[src/rtl/iir_biquad_df1_if.sv]
// Sample stream bundle for iir_biquad_df1: valid/ready input side, pulsed output side.
interface iir_biquad_df1_if #(
  parameter int DATA_W = 16
) ();
  logic                     in_valid;
  logic                     in_ready;
  logic signed [DATA_W-1:0] in_sample;
  logic                     out_valid;
  logic signed [DATA_W-1:0] out_sample;

  modport master (
    output in_valid,
    output in_sample,
    input  in_ready,
    input  out_valid,
    input  out_sample
  );

  modport slave (
    input  in_valid,
    input  in_sample,
    output in_ready,
    output out_valid,
    output out_sample
  );
endinterface

[src/rtl/iir_biquad_df1.sv]
// Direct Form I biquad: one shared multiplier, five-tap sequential MAC, round + saturate.
// Optional sticky saturation flag port enabled by defining IIR_SAT_FLAG_EN.
module iir_biquad_df1 #(
  parameter int DATA_W = 16,
  parameter int COEF_W = 16,
  parameter int FRAC   = 14,
  parameter int ACC_W  = 40,
  parameter int B0     = 4096,
  parameter int B1     = 8192,
  parameter int B2     = 4096,
  parameter int A1     = -8192,
  parameter int A2     = 0
) (
  input  logic clk,
  input  logic reset,
`ifdef IIR_SAT_FLAG_EN
  output logic sat_flag,
`endif
  iir_biquad_df1_if.slave bus
);

  localparam int PROD_W = COEF_W + DATA_W;

  localparam logic [1:0] S_IDLE = 2'd0;
  localparam logic [1:0] S_MAC  = 2'd1;
  localparam logic [1:0] S_DONE = 2'd2;

  localparam logic signed [COEF_W-1:0] C_B0 = COEF_W'(B0);
  localparam logic signed [COEF_W-1:0] C_B1 = COEF_W'(B1);
  localparam logic signed [COEF_W-1:0] C_B2 = COEF_W'(B2);
  localparam logic signed [COEF_W-1:0] C_A1 = COEF_W'(A1);
  localparam logic signed [COEF_W-1:0] C_A2 = COEF_W'(A2);

  localparam logic signed [ACC_W-1:0] RND     = ACC_W'(1) <<< (FRAC - 1);
  localparam logic signed [ACC_W-1:0] SAT_MAX = (ACC_W'(1) <<< (DATA_W - 1)) - ACC_W'(1);
  localparam logic signed [ACC_W-1:0] SAT_MIN = ~SAT_MAX;

  function automatic logic signed [ACC_W-1:0] f_round(input logic signed [ACC_W-1:0] acc);
    f_round = (acc + RND) >>> FRAC;
  endfunction

  function automatic logic signed [DATA_W-1:0] f_sat(input logic signed [ACC_W-1:0] v);
    if (v > SAT_MAX)
      f_sat = SAT_MAX[DATA_W-1:0];
    else if (v < SAT_MIN)
      f_sat = SAT_MIN[DATA_W-1:0];
    else
      f_sat = v[DATA_W-1:0];
  endfunction

`ifdef IIR_SAT_FLAG_EN
  function automatic logic f_clip(input logic signed [ACC_W-1:0] v);
    f_clip = (v > SAT_MAX) || (v < SAT_MIN);
  endfunction
`endif

  logic        [1:0]        r_state;
  logic        [2:0]        r_k;
  logic signed [ACC_W-1:0]  r_acc;
  logic signed [DATA_W-1:0] r_x0, r_x1, r_x2, r_y1, r_y2;
  logic                     r_out_valid;
  logic signed [DATA_W-1:0] r_out_sample;

  logic signed [DATA_W-1:0] w_data;
  logic signed [COEF_W-1:0] w_coef;
  logic                     w_sub;
  logic signed [PROD_W-1:0] w_prod;
  logic signed [ACC_W-1:0]  w_prod_ext;
  logic signed [ACC_W-1:0]  w_round;
  logic signed [DATA_W-1:0] w_sat;

  // Feedback taps are subtracted, so the stored A coefficients never need negating.
  always_comb begin
    w_data = r_x0;
    w_coef = C_B0;
    w_sub  = 1'b0;
    case (r_k)
      3'd1: begin w_data = r_x1; w_coef = C_B1; end
      3'd2: begin w_data = r_x2; w_coef = C_B2; end
      3'd3: begin w_data = r_y1; w_coef = C_A1; w_sub = 1'b1; end
      3'd4: begin w_data = r_y2; w_coef = C_A2; w_sub = 1'b1; end
      default: ;
    endcase
  end

  assign w_prod     = PROD_W'(w_data) * PROD_W'(w_coef);
  assign w_prod_ext = ACC_W'(w_prod);
  assign w_round    = f_round(r_acc);
  assign w_sat      = f_sat(w_round);

  assign bus.in_ready   = (r_state == S_IDLE);
  assign bus.out_valid  = r_out_valid;
  assign bus.out_sample = r_out_sample;

  always_ff @(posedge clk or posedge reset) begin
    if (reset) begin
      r_state      <= S_IDLE;
      r_k          <= 3'd0;
      r_acc        <= '0;
      r_x0         <= '0;
      r_x1         <= '0;
      r_x2         <= '0;
      r_y1         <= '0;
      r_y2         <= '0;
      r_out_valid  <= 1'b0;
      r_out_sample <= '0;
    end else begin
      r_out_valid <= 1'b0;
      case (r_state)
        S_IDLE: begin
          if (bus.in_valid) begin
            r_x0    <= bus.in_sample;
            r_acc   <= '0;
            r_k     <= 3'd0;
            r_state <= S_MAC;
          end
        end
        S_MAC: begin
          r_acc <= w_sub ? (r_acc - w_prod_ext) : (r_acc + w_prod_ext);
          r_k   <= r_k + 3'd1;
          if (r_k == 3'd4)
            r_state <= S_DONE;
        end
        S_DONE: begin
          r_out_sample <= w_sat;
          r_out_valid  <= 1'b1;
          r_x2         <= r_x1;
          r_x1         <= r_x0;
          r_y2         <= r_y1;
          r_y1         <= w_sat;
          r_state      <= S_IDLE;
        end
        default: r_state <= S_IDLE;
      endcase
    end
  end

`ifdef IIR_SAT_FLAG_EN
  always_ff @(posedge clk or posedge reset) begin
    if (reset)
      sat_flag <= 1'b0;
    else if (r_state == S_DONE && f_clip(w_round))
      sat_flag <= 1'b1;
  end
`endif

endmodule

[src/flat_wrapper.sv]
// flat-port wrapper written by rule: the top's interface ports become plain ports
module iir_biquad_df1_flat 
#(
  parameter int DATA_W = 16,
  parameter int COEF_W = 16,
  parameter int FRAC   = 14,
  parameter int ACC_W  = 40,
  parameter int B0     = 4096,
  parameter int B1     = 8192,
  parameter int B2     = 4096,
  parameter int A1     = -8192,
  parameter int A2     = 0
)
  (clk, reset, bus_in_valid, bus_in_sample, bus_in_ready, bus_out_valid, bus_out_sample);
  iir_biquad_df1_if #(.DATA_W(DATA_W)) bus_i ();
  input  logic clk;
  input  logic reset;
  input wire logic [$bits(bus_i.in_valid)-1:0] bus_in_valid;
  input wire logic [$bits(bus_i.in_sample)-1:0] bus_in_sample;
  output wire logic [$bits(bus_i.in_ready)-1:0] bus_in_ready;
  output wire logic [$bits(bus_i.out_valid)-1:0] bus_out_valid;
  output wire logic [$bits(bus_i.out_sample)-1:0] bus_out_sample;
  assign bus_i.in_valid = bus_in_valid;
  assign bus_i.in_sample = bus_in_sample;
  assign bus_in_ready = bus_i.in_ready;
  assign bus_out_valid = bus_i.out_valid;
  assign bus_out_sample = bus_i.out_sample;
  iir_biquad_df1 #(.DATA_W(DATA_W), .COEF_W(COEF_W), .FRAC(FRAC), .ACC_W(ACC_W), .B0(B0), .B1(B1), .B2(B2), .A1(A1), .A2(A2)) u_core (.clk(clk), .reset(reset), .bus(bus_i));
endmodule
[config.mk]
export PLATFORM = sky130hd
export DESIGN_NAME = iir_biquad_df1_flat
export DESIGN_NICKNAME = d
export VERILOG_FILES = /design/src/rtl/iir_biquad_df1_if.sv /design/src/rtl/iir_biquad_df1.sv /design/src/flat_wrapper.sv
export SDC_FILE = /design/constraint.sdc
export NUM_CORES = 1
export LEC_CHECK = 0
export CAP_MARGIN = 0
export CORE_ASPECT_RATIO = 0.5
export CORE_UTILIZATION = 57
export DETAILED_ROUTE_END_ITERATION = 7
export GPL_TIMING_DRIVEN = 0
export PLACE_DENSITY = 0.86
export SYNTH_ARGS = -nofsm -noshare
export SYNTH_HDL_FRONTEND = slang
export SYNTH_SLANG_ARGS = --single-unit
[constraint.sdc]
create_clock -name clk -period 8.6 [get_ports clk]
set_input_delay 1.72 -clock clk [delete_from_list [all_inputs] [get_ports clk]]
set_output_delay 1.72 -clock clk [all_outputs]
set_load 0.05 [all_outputs]
## Word-level counts from Yosys, hierarchy flattened

Index checks and enable logic that the tools add are counted.

- Flip-flop bits (word level): 126
- Input bits: 19
- Output and inout bits: 18
- Word-level logic and storage cells: 44

- Add/subtract/negate cells: 4
- Multiply operators: 1
- $lt $le $gt $ge: 2
- Equality and inequality tests: 8
- Muxes and demuxes: 14
- Reductions and logical operators: 6

Operator list:

| cell | count |
|---|---|
| 40-bit 2-to-1 mux | 2 |
| 40-bit case mux with 2 select lines | 1 |
| 16-bit case mux with 4 select lines | 1 |
| 16-bit case mux with 3 select lines | 1 |
| 40-bit by 15-bit adder with 40-bit output (second input constant) | 1 |
| 40-bit by 32-bit adder with 40-bit output | 1 |
| 40-bit by 32-bit subtractor with 40-bit output | 1 |
| 16-bit by 16-bit multiplier with 32-bit output | 1 |
| 16-bit 2-to-1 mux | 2 |
| 26-bit by 16-bit > comparator with 1-bit output (second input constant) | 1 |
| 26-bit by 16-bit less-than comparator with 1-bit output (second input constant) | 1 |
| 3-bit by 2-bit == test with 1-bit output (second input constant) | 2 |
| 3-bit case mux with 2 select lines | 1 |
| 2-bit AND reduction | 3 |
| 2-bit 2-to-1 mux | 2 |
| 2-bit case mux with 2 select lines | 1 |
| 3-bit by 1-bit adder with 3-bit output (second input constant) | 1 |
| 3-bit by 1-bit == test with 1-bit output (second input constant) | 1 |
| 3-bit == test (second input constant) | 1 |
| 3-bit 2-to-1 mux | 1 |
| 2-bit by 1-bit == test with 1-bit output (second input constant) | 1 |
| 2-bit == test (second input constant) | 1 |
| 2-bit logical NOT | 1 |
| 1-bit 2-to-1 mux | 2 |
| 4 further kinds | 4 |

## Longest topological paths before layout

- Word-level depth: 6
- Depth in mapped cells: 39

## Worst setup path after synthesis

Ideal clock, no wire load.

- Path type: register to register
- Start point: reg u_core.r_k[0]
- End point: reg u_core.r_acc[39]
- Setup time: 0.069 ns
- Arrival: 8.930 ns
- Required time: 8.531 ns
- Slack: -0.399 ns
- Stages on the path, launching flop included: 38
- Cell sequence: dfrtp_1 > ha_1 > and2b_1 > buf_2 > nor2_1 > nand2_1 > clkbuf_1 > a21oi_1 > o21ai_0 > and2_1 > fa_1 > inv_1 > fa_1 > inv_1 > ha_1 > xor2_1 > ha_1 > ha_1 > [... 2 more ...] > a211oi_1 > o21a_1 > o311ai_0 > nor3_2 > nand4_1 > nand2_1 > xor2_1 > ha_1 > and4_1 > and3_1 > a211o_1 > o31ai_1 > o21ai_1 > a221oi_1 > a21oi_1 > xnor2_1 > or3_1 > nand3_1

- Cells in the longest elaborated chain, start to end: 6

RTL lines:

| element | RTL line | RTL |
|---|---|---|
| from (decl) | iir_biquad_df1.sv:58 | `logic [2:0] r_k;` |
| from (signal assigned) | iir_biquad_df1.sv:120 | `r_k <= r_k + 3'd1;` |
| 3-bit == test, or another cell as far along | iir_biquad_df1.sv:77 | `case (r_k)` |
| 16-bit case mux with 4 select lines / 16-bit case mux with 3 select lines (equally long branches) | iir_biquad_df1.sv:77 |  |
| 16-bit by 16-bit multiplier with 32-bit output | iir_biquad_df1.sv:86 | `assign w_prod = PROD_W'(w_data) * PROD_W'(w_coef);` |
| 40-bit by 32-bit adder with 40-bit output / 40-bit by 32-bit subtractor with 40-bit output (equally long branches) | iir_biquad_df1.sv:119 | `r_acc <= w_sub ? (r_acc - w_prod_ext) : (r_acc + w_prod_ext);` |
| 40-bit 2-to-1 mux (*) | iir_biquad_df1.sv:119 |  |
| 40-bit case mux with 2 select lines (*) | iir_biquad_df1.sv:109 | `case (r_state)` |
| to (signal assigned) | iir_biquad_df1.sv:119 |  |
| to (decl) | iir_biquad_df1.sv:59 | `logic signed [ACC_W-1:0] r_acc;` |

Mark *: on every way between the ends. The rest lies on a longest branch, timed or not.
A chain may end at the register's enable or synchronous reset.

## Worst setup path in the final report

Ends and elaborated chain as after synthesis.

==> results_dict.tcl <==
set metrics [dict create \
    chipWidth_um 187 \
    post-synth-top-area-fraction_pct 29.2 \
    hpwl_mm 19.8 \
    violations "design-rule violations, negative setup slack" \
    fin_crit_sh_pct 107 \
    die_area_um2 17700 \
    grt_overflow 0 \
    rrSetupSlack_ps -580 \
    grt_pass1_wl_mm 43.6 \
    synth-edff-count 0 \
    setup_ws_ps -580 \
    synth_async_sr_flop_share_pct 100 \
    worstSetupStartpointType "flip-flop" \
    final_hold_viol_count 0 \
    synth_adder_area_share_pct 20.5 \
    finalNetCount 1404 \
    dr.pass1.iters 8 \
    diodes 0 \
    place_ws_ps -1350 \
    rsz0062_at_grt "true" \
    synth.most_common_cell "nand2_1" \
    wl_per_cell_um 22.7 \
    r2r_end "u_core.r_acc[39]" \
    synth_cells 1148 \
    syn_area_um2 9770 \
    finClkSkew_ps 16.2 \
    setup_violations 13 \
    hp-class "reg -> reg" \
    synth.top_cells.by_area "dfrtp_1, ha_1, nand2_1" \
    clkLatencyLatePin_ps 430 \
    drt_iter0_drc 1600 \
    die_y_um 94.6 \
    htree_levels 4 \
    routed-via-count 9870 \
    hold_start "u_core.r_y2[8]" \
    synth-simple-area-share_pct 21.5 \
    antenna_found_initial 1 \
    cts_tree "built" \
    initial_core_util_pct 59.0 \
    gp_congestion 0.946 \
    cp.required_ps 8960 \
    hold_end "u_core.r_y2[8]" \
    vias_per_cell 6.65 \
    synth-xor-area-share_pct 7.35 \
    cts.path.max_buffers 2 \
    r2r-start "u_core.r_k[0]" \
    cts_made_buffers 17 \
    cpMostUsedCell "ha_1" \
    worstPathMaxFanout 6 \
    cts_num_sinks 114 \
    design_area_um2 12100 \
    max-cap-violations 0 \
    grt_max_degree 66 \
    ant_nets 0 \
    status "finished, violations left" \
    drive_gt1_share_pct 17.6 \
    drv_slew 0 \
    cts_hold_buffers 0 \
    portBuffers 36 \
    rr_worst_depth 35 \
    max_freq_mhz 109 \
    tightest_slew_ps 800 \
    place_area_um2 10500 \
    muxShareOfSynthArea_pct 2.64 \
    setup_tns_ps -5340 \
    endpoint_kind "flip-flop" \
    ys_warn_count 0 \
    rows 33 \
    grt_pass1_vias 8667 \
    synthFlopType "dfrtp_1" \
    synthesis.nets 1307 \
    detail_route.drc_violations 8 \
    synth_top_family_by_area "simple AND/OR/NAND/NOR gates" \
    grt_usage_pct 31.5 \
    slowest_delay_ps 610 \
    io_pins 37 \
    worstSetupPathType "reg -> reg" \
    ys_ff_latch 114 \
    synth_top_cell_by_area "dfrtp_1" \
    area_growth_pct 23.4 \
    root_buffer "clkbuf_16" \
    slew_headroom_pct 46.4 \
    synth_cell_types 66 \
    critPathSlowestCell "fa_1" \
    worstHoldPathCells 2 \
    wl_mm 33.8 \
    min_period_ps 9180 \
    coreArea_um2 16600 \
    path_clk_slew_ps 60 \
    seq_area_frac_synth_pct 29.2 \
    critical_path_arrival_ps 9540 \
    synth_top_cells_by_count "nand2_1, dfrtp_1, ha_1, nor2_1, inv_1" \
    synth_compound_area_share_pct 13.9 \
    syn_avg_cell_area_um2 8.51 \
]
==> cell type report <==
class / instances / area [um2]
well taps: 227 / 284
clock buffers: 17 / 425
plain buffers: 46 / 273
fillers: 983 / 4500
clock inverters: 15 / 133
repair buffers: 80 / 707
inverters: 79 / 299
flip-flops and latches: 114 / 2850
multi-input cells: 907 / 7080
==> sequential cells by signal, indices dropped and copies added (netlist names) <==
name,count
u_core.r_y1,16
u_core.r_state,2
u_core.r_x2,16
u_core.r_x0,16
u_core.r_y2,16
u_core.r_acc,28
u_core.r_k,3
u_core.r_x1,16
u_core.bus.out_valid,1
==> cell usage in the layout, fill, tap and decap left out, drive strengths merged, types with 4 or more instances in the layout <==
| cell type | count |
|---|---|
| or2 | 6 |
| nor2b | 7 |
| mux2 | 19 |
| o21a | 5 |
| a211oi | 5 |
| clkdlybuf4s50 | 36 |
| a21o | 9 |
| nand2b | 23 |
| clkbuf | 54 |
| clkinv | 7 |
| nor2 | 94 |
| dfrtp | 114 |
| o21ai | 57 |
| a21oi | 44 |
| o31ai | 6 |
| or3 | 8 |
| clkinvlp | 4 |
| nand3 | 26 |
| inv | 82 |
| xor2 | 46 |
| buf | 53 |
| o22ai | 9 |
| nand2 | 233 |
| mux2i | 4 |
| ha | 107 |
| nor3 | 16 |
| xnor2 | 33 |
| a222oi | 15 |
| a32o | 4 |
| nand4 | 10 |
| fa | 33 |
| o211ai | 18 |
| and2 | 26 |
| nor3b | 4 |
==> metal layers <==
metal | up-vias | track usage, % | wire (um)
li1 | 4109 | - | -
met2 | 880 | 51.3 | 14600
met5 | - | 0 | 0
met4 | 0 | 13.0 | 2770
met1 | 4590 | 41.2 | 12300
met3 | 291 | 6.69 | 4090
==> worst max-delay path by stage <==
stage                             start               end  slack, ps  depth (start not counted)
after floorplan           u_core.r_k[0]  u_core.r_acc[39]         50                         37
after global placement    u_core.r_k[0]  u_core.r_acc[39]      -1240                         36
after detailed placement  u_core.r_k[0]  u_core.r_acc[39]      -1350                         36
after CTS                 u_core.r_k[0]  u_core.r_acc[39]         10                         36
after global routing      u_core.r_k[0]  u_core.r_acc[38]       -980                         35
final                     u_core.r_k[0]  u_core.r_acc[39]       -580                         35
==> logic make-up after synthesis <==
family          Yosys count
compound gates          200
fa+ha+maj               140
xor+xnor                 79
mux                      23
buf+inv                 127
simple gates            465
flops                   114
==> worst max-delay path: cells and delay by family (launching register included) <==
kind            cells  cell delay (ps)
flops               1              490
fa+ha+maj           8             3050
xor+xnor            3              550
simple gates        7             1280
mux                 1              490
buf+inv             6              810
compound gates     10             2430
==> through the flow <==
stage	utilization, %	hold WS, ps	cells
2_1_floorplan	-	446	1148
3_3_place_gp	63.0	459	1411
3_5_place_dp	63.2	464	1412
4_1_cts	68.6	478	1462
5_1_grt	72.8	513	1485
6_report	72.8	480	1485
==> timing repair <==
action	in CTS	in global routing
pin swaps	18	70
buffers inserted	18	24
endpoints found under the hold margin	0	0
gates resized for setup	60	117
setup endpoints to repair	13	13
gates cloned	0	2
Power is left out: the tool's default activity adds up to more than one toggle a clock period on the data nets, which glitch-free logic cannot reach.
